--- src/rtl/modexp_ctrl.sv ---
// Left-to-right square-and-multiply sequencer for Y = X^E mod C.
// Owns the BITxBIT multiplier and is the sole master of an external shared modulo unit.
module modexp_ctrl #(
  parameter int BIT  = 8,
  parameter int EBIT = 8,
  parameter int WDOG = 4
) (
  input  logic            clk,
  input  logic            rst,
  input  logic            req,
  input  logic [BIT-1:0]  x,
  input  logic [EBIT-1:0] e,
  input  logic [BIT-1:0]  c,
  output logic            busy,
  output logic            done,
  output logic            err,
  output logic [BIT-1:0]  y,
  output logic            mod_start,
  output logic [BIT-1:0]  mod_c,
  output logic [BIT:0]    mod_h,
  output logic [BIT-1:0]  mod_l,
  input  logic            mod_busy,
  input  logic [BIT-1:0]  mod_m
);

  localparam int IW = $clog2(EBIT + 1);
  localparam int WW = $clog2(WDOG + 1);

  typedef enum logic [3:0] {
    S_IDLE, S_RED, S_SQR, S_MUL, S_ISSUE, S_WAIT, S_REL, S_NXT, S_FIN
  } state_t;

  typedef enum logic [1:0] {OP_RED, OP_SQR, OP_MUL} op_t;

  state_t          state, state_n;
  op_t             op;
  logic [BIT-1:0]  x_reg, c_reg, r, xr, y_q;
  logic [EBIT-1:0] e_sh;
  logic [IW-1:0]   i_cnt;
  logic [WW-1:0]   wd;
  logic [2*BIT-1:0] p;
  logic            err_q;
  logic            wd_expire;

  assign wd_expire = (state == S_ISSUE) && !mod_busy && (wd == WW'(WDOG - 1));

  always_ff @(posedge clk) begin
    if (rst) state <= S_IDLE;
    else     state <= state_n;
  end

  // RED/SQR/MUL are the product-register phases; every op then runs ISSUE -> WAIT -> REL.
  always_comb begin
    state_n = state;
    case (state)
      S_IDLE:  if (req) state_n = (c == '0) ? S_FIN : S_RED;
      S_RED, S_SQR, S_MUL: state_n = S_ISSUE;
      S_ISSUE: begin
        if (mod_busy)       state_n = S_WAIT;
        else if (wd_expire) state_n = S_FIN;
      end
      S_WAIT:  if (!mod_busy) state_n = S_REL;
      S_REL: begin
        case (op)
          OP_RED:  state_n = S_SQR;
          OP_SQR:  state_n = e_sh[EBIT-1] ? S_MUL : S_NXT;
          default: state_n = S_NXT;
        endcase
      end
      S_NXT:   state_n = (i_cnt == IW'(1)) ? S_FIN : S_SQR;
      S_FIN:   state_n = S_IDLE;
      default: state_n = S_IDLE;
    endcase
  end

  always_ff @(posedge clk) begin
    if (rst) begin
      op    <= OP_RED;
      x_reg <= '0;
      c_reg <= '0;
      e_sh  <= '0;
      r     <= '0;
      xr    <= '0;
      y_q   <= '0;
      err_q <= 1'b0;
      i_cnt <= '0;
      wd    <= '0;
      p     <= '0;
    end else begin
      case (state)
        S_IDLE: begin
          if (req) begin
            x_reg <= x;
            e_sh  <= e;
            c_reg <= c;
            y_q   <= '0;
            err_q <= (c == '0);
            r     <= BIT'(1);
            i_cnt <= IW'(EBIT);
          end
        end
        S_RED: begin
          p  <= {{BIT{1'b0}}, x_reg};
          op <= OP_RED;
          wd <= '0;
        end
        S_SQR: begin
          p  <= {{BIT{1'b0}}, r} * {{BIT{1'b0}}, r};
          op <= OP_SQR;
          wd <= '0;
        end
        S_MUL: begin
          p  <= {{BIT{1'b0}}, r} * {{BIT{1'b0}}, xr};
          op <= OP_MUL;
          wd <= '0;
        end
        S_ISSUE: begin
          if (wd_expire) begin
            y_q   <= '0;
            err_q <= 1'b1;
          end else if (!mod_busy) begin
            wd <= wd + WW'(1);
          end
        end
        S_REL: begin
          if (op == OP_RED) xr <= mod_m;
          else              r  <= mod_m;
        end
        S_NXT: begin
          e_sh  <= e_sh << 1;
          i_cnt <= i_cnt - IW'(1);
          if (i_cnt == IW'(1)) y_q <= r;
        end
        default: ;
      endcase
    end
  end

  // The high product word never exceeds BIT bits since both factors are < c.
  assign mod_h     = {1'b0, p[2*BIT-1:BIT]};
  assign mod_l     = p[BIT-1:0];
  assign mod_c     = c_reg;
  assign mod_start = (state == S_ISSUE) || (state == S_WAIT);
  assign busy      = (state != S_IDLE) && (state != S_FIN);
  assign done      = (state == S_FIN);
  assign y         = y_q;
  assign err       = err_q;

endmodule

--- config.mk ---
export PLATFORM = sky130hd
export DESIGN_NAME = modexp_ctrl
export DESIGN_NICKNAME = d
export VERILOG_FILES = /design/src/rtl/modexp_ctrl.sv
export SDC_FILE = /design/constraint.sdc
export NUM_CORES = 1
export LEC_CHECK = 0
export CAP_MARGIN = 20
export CORE_AREA = 8 8 152 154
export CTS_CLUSTER_DIAMETER = 60
export DETAILED_ROUTE_END_ITERATION = 16
export DIE_AREA = 0 0 160 162
export PLACE_DENSITY_LB_ADDON = 0.1
export SYNTH_ARGS = -nofsm -noshare
export SYNTH_HDL_FRONTEND = slang
export SYNTH_SLANG_ARGS = --single-unit
export TNS_END_PERCENT = 1
--- constraint.sdc ---
create_clock -name clk -period 4.3 [get_ports clk]
set_input_delay 0.43 -clock clk [delete_from_list [all_inputs] [get_ports clk]]
set_output_delay 0.43 -clock clk [all_outputs]
set_load 0.02 [all_outputs]
==> reports/metrics.csv, run 1 <==
stage;metric;value;unit
run_status;outcome;completed;
cts;ctsHoldBuffers;0;
pwr;pwr-share-clk;0.407;
setup_path;critPathTopFamily;adder cells;
setup_path;cp-end-kind;flip-flop;
floorplanning;dieWidth;160;µm
placement;dpl.hpwl;15.8;mm
route;drc;0;
global_route;grt_pass1_wl;33.3;mm
setup_path;worstPathRequired;4.58;ns
floorplanning;initial_core_util;0.345;
pwr;internal-power;0.00145;W
global_route;grtUsageTotal;0.159;
placement;gp_congestion;0.812;
sta;whs;0.452;ns
placement;port-buffer-count;71;
layout;final_nets;1159;
pwr;total_leakage_power;4.15;nW
sta;max_freq;239;MHz
placement;postPlaceCellArea;8610;µm²
synthesis;ys.flop_type;dfxtp_1;
route;initialDrtViolationCount;242;
route;via_per_inst;4.80;
layout;drive_gt1_frac;0.170;
route;antenna_left;0;
cts;numClockSinks;78;
cts;clk_path_buf_depth;2;
cts;root_buffer;clkbuf_16;
synthesis;seq_area_frac_synth;0.219;
global_route;antenna_found_initial;0;
pwr;seq_power_share;0.388;
setup_path;cp.depth;15;
setup_path;crit_fanout;8;
setup_path;rr_worst_depth;15;
setup_path;slowest_stage;fa_1;
layout;largest_register_ffs;16;
pwr;switchingPower;0.000628;W
min_path;min_path_type;reg2reg;
synthesis;ys_seq_elements;78;
synthesis;synth_top_cell_by_area;dfxtp_1;
synthesis;ys_types;58;
synthesis;synth_warnings;0;
min_path;hold_depth;2;
cts;clkTransAtPathRegs;0.06;ns
synthesis;synth_top_area_share;0.219;
layout;fin_area;9290;µm²
global_route;grt_remaining_overflow;0;
synthesis;syn_avg_cell_area;8.24;µm²
sta;fin_skew;0.00729;ns
synthesis;synthTopCellsByArea;dfxtp_1 22%, fa_1 17%, ha_1 12%, and2_1 6.3%, inv_1 5.5%;
route;wl_per_cell;15.6;µm
synthesis;synth_nets;1033;
layout;antenna_cells;0;
synthesis;async_reset_ff_frac;0;
run;drv_cap;0;
sta;layout_min_cycle_time;4.18;ns
floorplanning;ioPinCount;73;
sta;finalMaxSlewViolations;0;
pwr;power_density;224;nW/µm²
setup_path;max_stage_delay;0.55;ns
setup_path;path_cells;and2_1, fa_2, fa_1, inv_1, fa_1, fa_1, inv_1, ha_4, buf_4, o211ai_1, o211ai_1, o211ai_1, a21oi_2, mux2_4, a21oi_1;
floorplanning;num_rows;53;
cts;clkLatencyLatePin;0.34;ns
sta;setup_violations;0;
sta;worst_pin_slew;0.939;ns
pwr;vdd_drop_max;0.189;mV
floorplanning;die-area;25900;µm²
route;dr_total_vias;6105;
route;routed_wl;19.8;mm
layout;fill_cells;2123;
setup_path;start_kind;flip-flop;
cts;numCtsBuffers;9;
layout;top_register;p;
sta;fin_crit_sh;0.972;
synthesis;synth_area;7130;µm²
sta;relSlewSlack;0.371;
setup_path;crit_arrival;4.45;ns
setup_path;critPathKind;reg2reg;
floorplanning;coreArea;20700;µm²
floorplanning;die_y;162;µm
cts;cts_tree;yes;
synthesis;synthCells;866;
pwr;swShare;0.302;
global_route;grt_pass1_vias;6419;
setup_path;crit_buf_inv;3;
route;firstDrtPassIters;4;
global_route;grt_max_degree;80;
synthesis;synth_edf_count;0;
layout;area.growth.synth_to_final;30.3;%
pwr;pwr-share-comb;0.205;
sta;hold_viol;0;
cts;h-tree-depth;3;
cell families (layout without fill, tap and decap cells):
kind of cell,after synthesis,in the layout,share of synthesized area
AND/OR/NAND/NOR,313,313,0.216
AO/OA/AOI/OAI,165,165,0.148
buffers and inverters,148,279,0.0828
adder cells (fa/ha/maj),131,131,0.294
flip-flops,78,78,0.219
XOR/XNOR,19,19,0.0233
multiplexers,11,11,0.0160
other,1,1,0.000526
layer usage:
| layer | global-route usage | share of wire |
|---|---|---|
| met5 | 0 | 0 |
| met4 | 0.0416 | 0.010 |
| met3 | 0.0304 | 0.042 |
| met2 | 0.274 | 0.49 |
| met1 | 0.199 | 0.46 |
path summary, 6_finish.rpt:
kind	slack, ns	end	from
min	0.45	p[11]	p[11]
max	0.12	p[12]	r[1]
min reg2reg	0.45	p[11]	p[11]
max reg2reg	0.12	p[12]	r[1]
power by group through the flow:
| stage | clock, W | sequential [W] | combinational (W) |
|---|---|---|---|
| global route | 0.000901 | 0.000817 | 0.000474 |
| finish | 0.000847 | 0.000808 | 0.000426 |
| floorplan | 0 | 0.000838 | 0.000237 |
| global placement | 0 | 0.000827 | 0.000430 |
| CTS | 0.000871 | 0.000810 | 0.000431 |
| detailed placement | 0 | 0.000827 | 0.000430 |
area by class of cell:
| type | count | area, µm² | share of cell area |
|---|---|---|---|
| Clock buffer | 10 | 229 | 0.0246 |
| Clock inverter | 6 | 95.1 | 0.0102 |
| Inverter | 104 | 390 | 0.0420 |
| Multi-Input combinational cell | 640 | 5240 | 0.563 |
| Sequential cell | 78 | 1590 | 0.171 |
| Tap cell | 275 | 344 | 0.0370 |
| Timing Repair Buffer | 159 | 1410 | 0.151 |
stage by stage:
step           setup WS, ns  cells  power, W   util  setup TNS, ns
6_report              0.121   1272   0.00208  0.449              0
5_1_grt             -0.0118   1272   0.00219  0.449        -0.0118
4_1_cts             -0.0216   1265   0.00211  0.433        -0.0216
3_5_place_dp         -0.208   1249   0.00126  0.416          -1.04
3_3_place_gp         -0.157   1249   0.00126  0.416         -0.771
2_1_floorplan      -0.00703    866   0.00107      -       -0.00703
layout by cell type (no fill, tap or decap), drive strengths merged, types with 7 or more instances in the layout:
cell	count
fa	61
o21ai	17
nand2b	9
nand2	101
a211oi	10
a21o	7
inv	105
nand3	15
buf	89
clkbuf	10
nor3	14
mux2i	8
ha	70
a22oi	25
and2	72
xnor2	13
clkdlybuf4s50	70
dfxtp	78
o211ai	7
nor2	71
a21oi	68
worst register-to-register path, stage by stage (launching register included):
cell and delay [ns]:
dfxtp_4 0.38, and2_1 0.19, fa_2 0.39, fa_1 0.54, inv_1 0.05, fa_1 0.47, fa_1 0.55, inv_1 0.06
ha_4 0.27, buf_4 0.10, o211ai_1 0.13, o211ai_1 0.21, o211ai_1 0.15, a21oi_2 0.20, mux2_4 0.32, a21oi_1 0.11
cell usage after synthesis (3+ instances only):
cell / n
o21ai_1: 6
a31oi_1: 5
buf_2: 7
dfxtp_1: 78
a22oi_1: 25
clkbuf_1: 27
o21a_1: 3
inv_1: 104
o21bai_1: 4
nor2_1: 68
mux2i_1: 8
nor3_1: 12
buf_4: 7
xor2_1: 6
o21ai_0: 11
o31ai_1: 3
o211ai_1: 7
nand2b_1: 9
buf_1: 3
a21oi_1: 68
a21o_1: 7
a211oi_1: 8
nor2b_1: 6
xnor2_1: 13
nand2_1: 101
mux2_2: 3
fa_1: 61
and3_1: 6
or3_1: 6
and2_1: 72
nand3_1: 15
nor4_1: 3
ha_1: 70
timing repair:
action / 4_1_cts / 5_1_grt
gates cloned: 0 / 0
setup endpoints to repair: 8 / 10
pin swaps: 4 / 38
setup buffers: 0 / 7
resized for setup: 12 / 66
Power figures use the tool's default switching activity.
==> run 2: changes to the inputs <==
SLEW_MARGIN = 20   (was default)
clock period = 3.7 ns   (was 4.3 ns; I/O delays follow)
==> run 2 against run 1 <==
Effect of this change:
- clock skew grew 0.0071 ns
- combinational power up 14%
- largest power group unchanged
- the flow now finishes with violations (setup timing)
- sequential power rose by 17%
- wire length rose by 6.0%
- die area did not move
==> reports/metrics.csv, run 2 (same netlist as run 1, synthesis figures left out) <==
stage;metric;value;unit;change
sta;hold_viol;0;;unchanged
pwr;pwr-share-comb;0.193;;-0.012
sta;setup_violations;11;;+11
pwr;swShare;0.304;;+0.00227
route;dr_total_vias;6261;;+2.6%
cts;cts_tree;yes;;
cts;clkTransAtPathRegs;0.08;ns;+0.02 ns
layout;largest_register_ffs;16;;unchanged
layout;fill_cells;2066;;-2.7%
route;via_per_inst;4.78;;-0.34%
placement;port-buffer-count;71;;unchanged
setup_path;crit_arrival;4.42;ns;-0.03 ns
floorplanning;initial_core_util;0.345;;unchanged
run;drv_cap;0;;unchanged
floorplanning;dieWidth;160;µm;unchanged
pwr;internal-power;0.00175;W;+20%
route;firstDrtPassIters;4;;unchanged
global_route;grt_pass1_vias;6676;;+4.0%
cts;ctsHoldBuffers;0;;unchanged
sta;relSlewSlack;0.308;;-0.0628
min_path;min_path_type;reg2reg;;
placement;dp_slack;-0.738;ns;-0.530 ns
setup_path;critPathKind;reg2reg;;
layout;final_nets;1197;;+3.3%
floorplanning;die_y;162;µm;unchanged
floorplanning;coreArea;20700;µm²;unchanged
layout;antenna_cells;0;;unchanged
layout;drive_gt1_frac;0.209;;+0.0394
route;antenna_left;0;;unchanged
sta;max_freq;240;MHz;+0.42%
setup_path;crit_top_cell;fa_1;;
pwr;seq_power_share;0.375;;-0.013
cts;clkLatencyLatePin;0.35;ns;about the same
floorplanning;die-area;25900;µm²;unchanged
placement;dpl.hpwl;16.2;mm;+3.1%
layout;top_register;p;;
cts;h-tree-depth;3;;unchanged
route;initialDrtViolationCount;229;;-5.4%
sta;worst_pin_slew;1.04;ns;+0.0993 ns
setup_path;cp-end-kind;flip-flop;;
sta;layout_min_cycle_time;4.16;ns;-0.0177 ns
setup_path;path_cells;buf_12, buf_4, and2_1, fa_1, fa_1, fa_1, inv_1, fa_1, inv_1, ha_4, buf_4, o21a_1, a21oi_2, o21ai_1, mux2_2, a31oi_1;;
route;wl_per_cell;16.1;µm;+3.0%
floorplanning;num_rows;53;;unchanged
cts;numClockSinks;78;;unchanged
sta;fin_skew;0.0144;ns;+0.00712 ns
cts;numCtsBuffers;9;;unchanged
setup_path;max_stage_delay;0.50;ns;-0.05 ns
run_status;outcome;finished with violations;;
global_route;grt_max_degree;49;;-39%
global_route;grt_remaining_overflow;0;;unchanged
setup_path;worstPathRequired;3.96;ns;-0.62 ns
layout;layout_commonest_cell;buf_4;;
pwr;switchingPower;0.000764;W;+22%
floorplanning;ioPinCount;73;;unchanged
layout;layout_common_cells;117 x buf_4, 100 x nand2_1, 100 x inv_1;;
route;routed_wl;21.0;mm;+6.0%
sta;fin_crit_sh;1.12;;+0.153
cts;root_buffer;clkbuf_16;;
cts;clk_path_buf_depth;2;;unchanged
global_route;antenna_found_initial;0;;unchanged
pwr;power_density;260;nW/µm²;+16%
layout;area.growth.synth_to_final;35.6;%;
layout;finish.utilization;0.467;;+0.0182
run_status;violations;setup timing;;
setup_path;start_kind;flip-flop;;
pwr;pwr-share-clk;0.431;;+0.024
setup_path;slowest_stage;fa_1;;
route;drc;0;;unchanged
placement;gp_congestion;0.795;;-2.1%
pwr;vdd_drop_max;0.279;mV;+48%
sta;finalMaxSlewViolations;0;;unchanged
setup_path;crit_fanout;5;;-3
sta;rsz0062_at_grt;yes;;
pwr;total_leakage_power;4.37;nW;+5.3%
global_route;grt_pass1_wl;34.4;mm;+3.1%
sta;setup_ws;-0.461;ns;-0.582 ns
global_route;grtUsageTotal;0.166;;+0.00743
run 2: per-stage QoR:
step | power (W) | instance area [µm²] | setup TNS, ns | instances | hold slack [ns]
floorplan | 0.00125 | 7300 | -2.14 | 866 | 0.432
global placement | 0.00146 | 8940 | -5.51 | 1279 | 0.443
detailed placement | 0.00146 | 8940 | -5.95 | 1279 | 0.450
CTS | 0.00255 | 9570 | -4.16 | 1308 | 0.460
global route | 0.00263 | 9670 | -5.85 | 1309 | 0.471
finish | 0.00252 | 9670 | -3.94 | 1309 | 0.456
run 2: final cells by class:
| type | instances | area [µm²] | share of cell area |
|---|---|---|---|
| Clock buffer | 9 | 225 | 0.0233 |
| Clock inverter | 6 | 118 | 0.0122 |
| Inverter | 104 | 390 | 0.0404 |
| Multi-Input combinational cell | 640 | 5260 | 0.544 |
| Sequential cell | 78 | 1600 | 0.165 |
| Tap cell | 275 | 344 | 0.0356 |
| Timing Repair Buffer | 197 | 1730 | 0.179 |
run 2: final timing paths:
path             from       end  slack, ns  cells past startpoint
max reg2reg      r[4]     p[14]      -0.46                     16
max              r[4]     p[14]      -0.46                     16
min reg2reg  x_reg[1]  x_reg[1]       0.46                      2
min          x_reg[1]  x_reg[1]       0.46                      2
run 2: worst max-delay path: cells and delay by family, from the launching register on:
kind,cells,cell delay [ns]
DFF,1,0.37
and+or+nand+nor,1,0.15
muxes,1,0.36
adders and majority gates,5,2.18
buffers and inverters,5,0.46
AOI/OAI and AO/OA,4,0.56
run 2: power groups by stage:
stage                     combinational (W)  sequential, W  clock [W]
after global routing               0.000532       0.000952    0.00114
after detailed placement           0.000491       0.000968          0
after floorplan                    0.000279       0.000974          0
after global placement             0.000494       0.000967          0
final                              0.000486       0.000944    0.00109
after CTS                          0.000494       0.000946    0.00111
run 2: repair_timing:
action	CTS	global route
pin swaps	32	16
setup endpoints to repair	11	11
setup buffers	14	1
gates cloned	0	0
gates resized for setup	50	18
run 2: metal layers:
| layer | part of all wire | global-route usage | up-vias | wire (µm) |
|---|---|---|---|---|
| li1 | - | - | 3188 | - |
| met1 | 0.46 | 0.201 | 2949 | 9580 |
| met2 | 0.48 | 0.291 | 98 | 10200 |
| met3 | 0.039 | 0.0329 | 26 | 827 |
| met4 | 0.021 | 0.0552 | 0 | 447 |
| met5 | 0 | 0 | - | 0 |
==> run 3: changes to the inputs <==
ABC_AREA = 0   (was default)
==> results of run 3 <==
Final layout, timing and power as in run 2 (identical DEF).
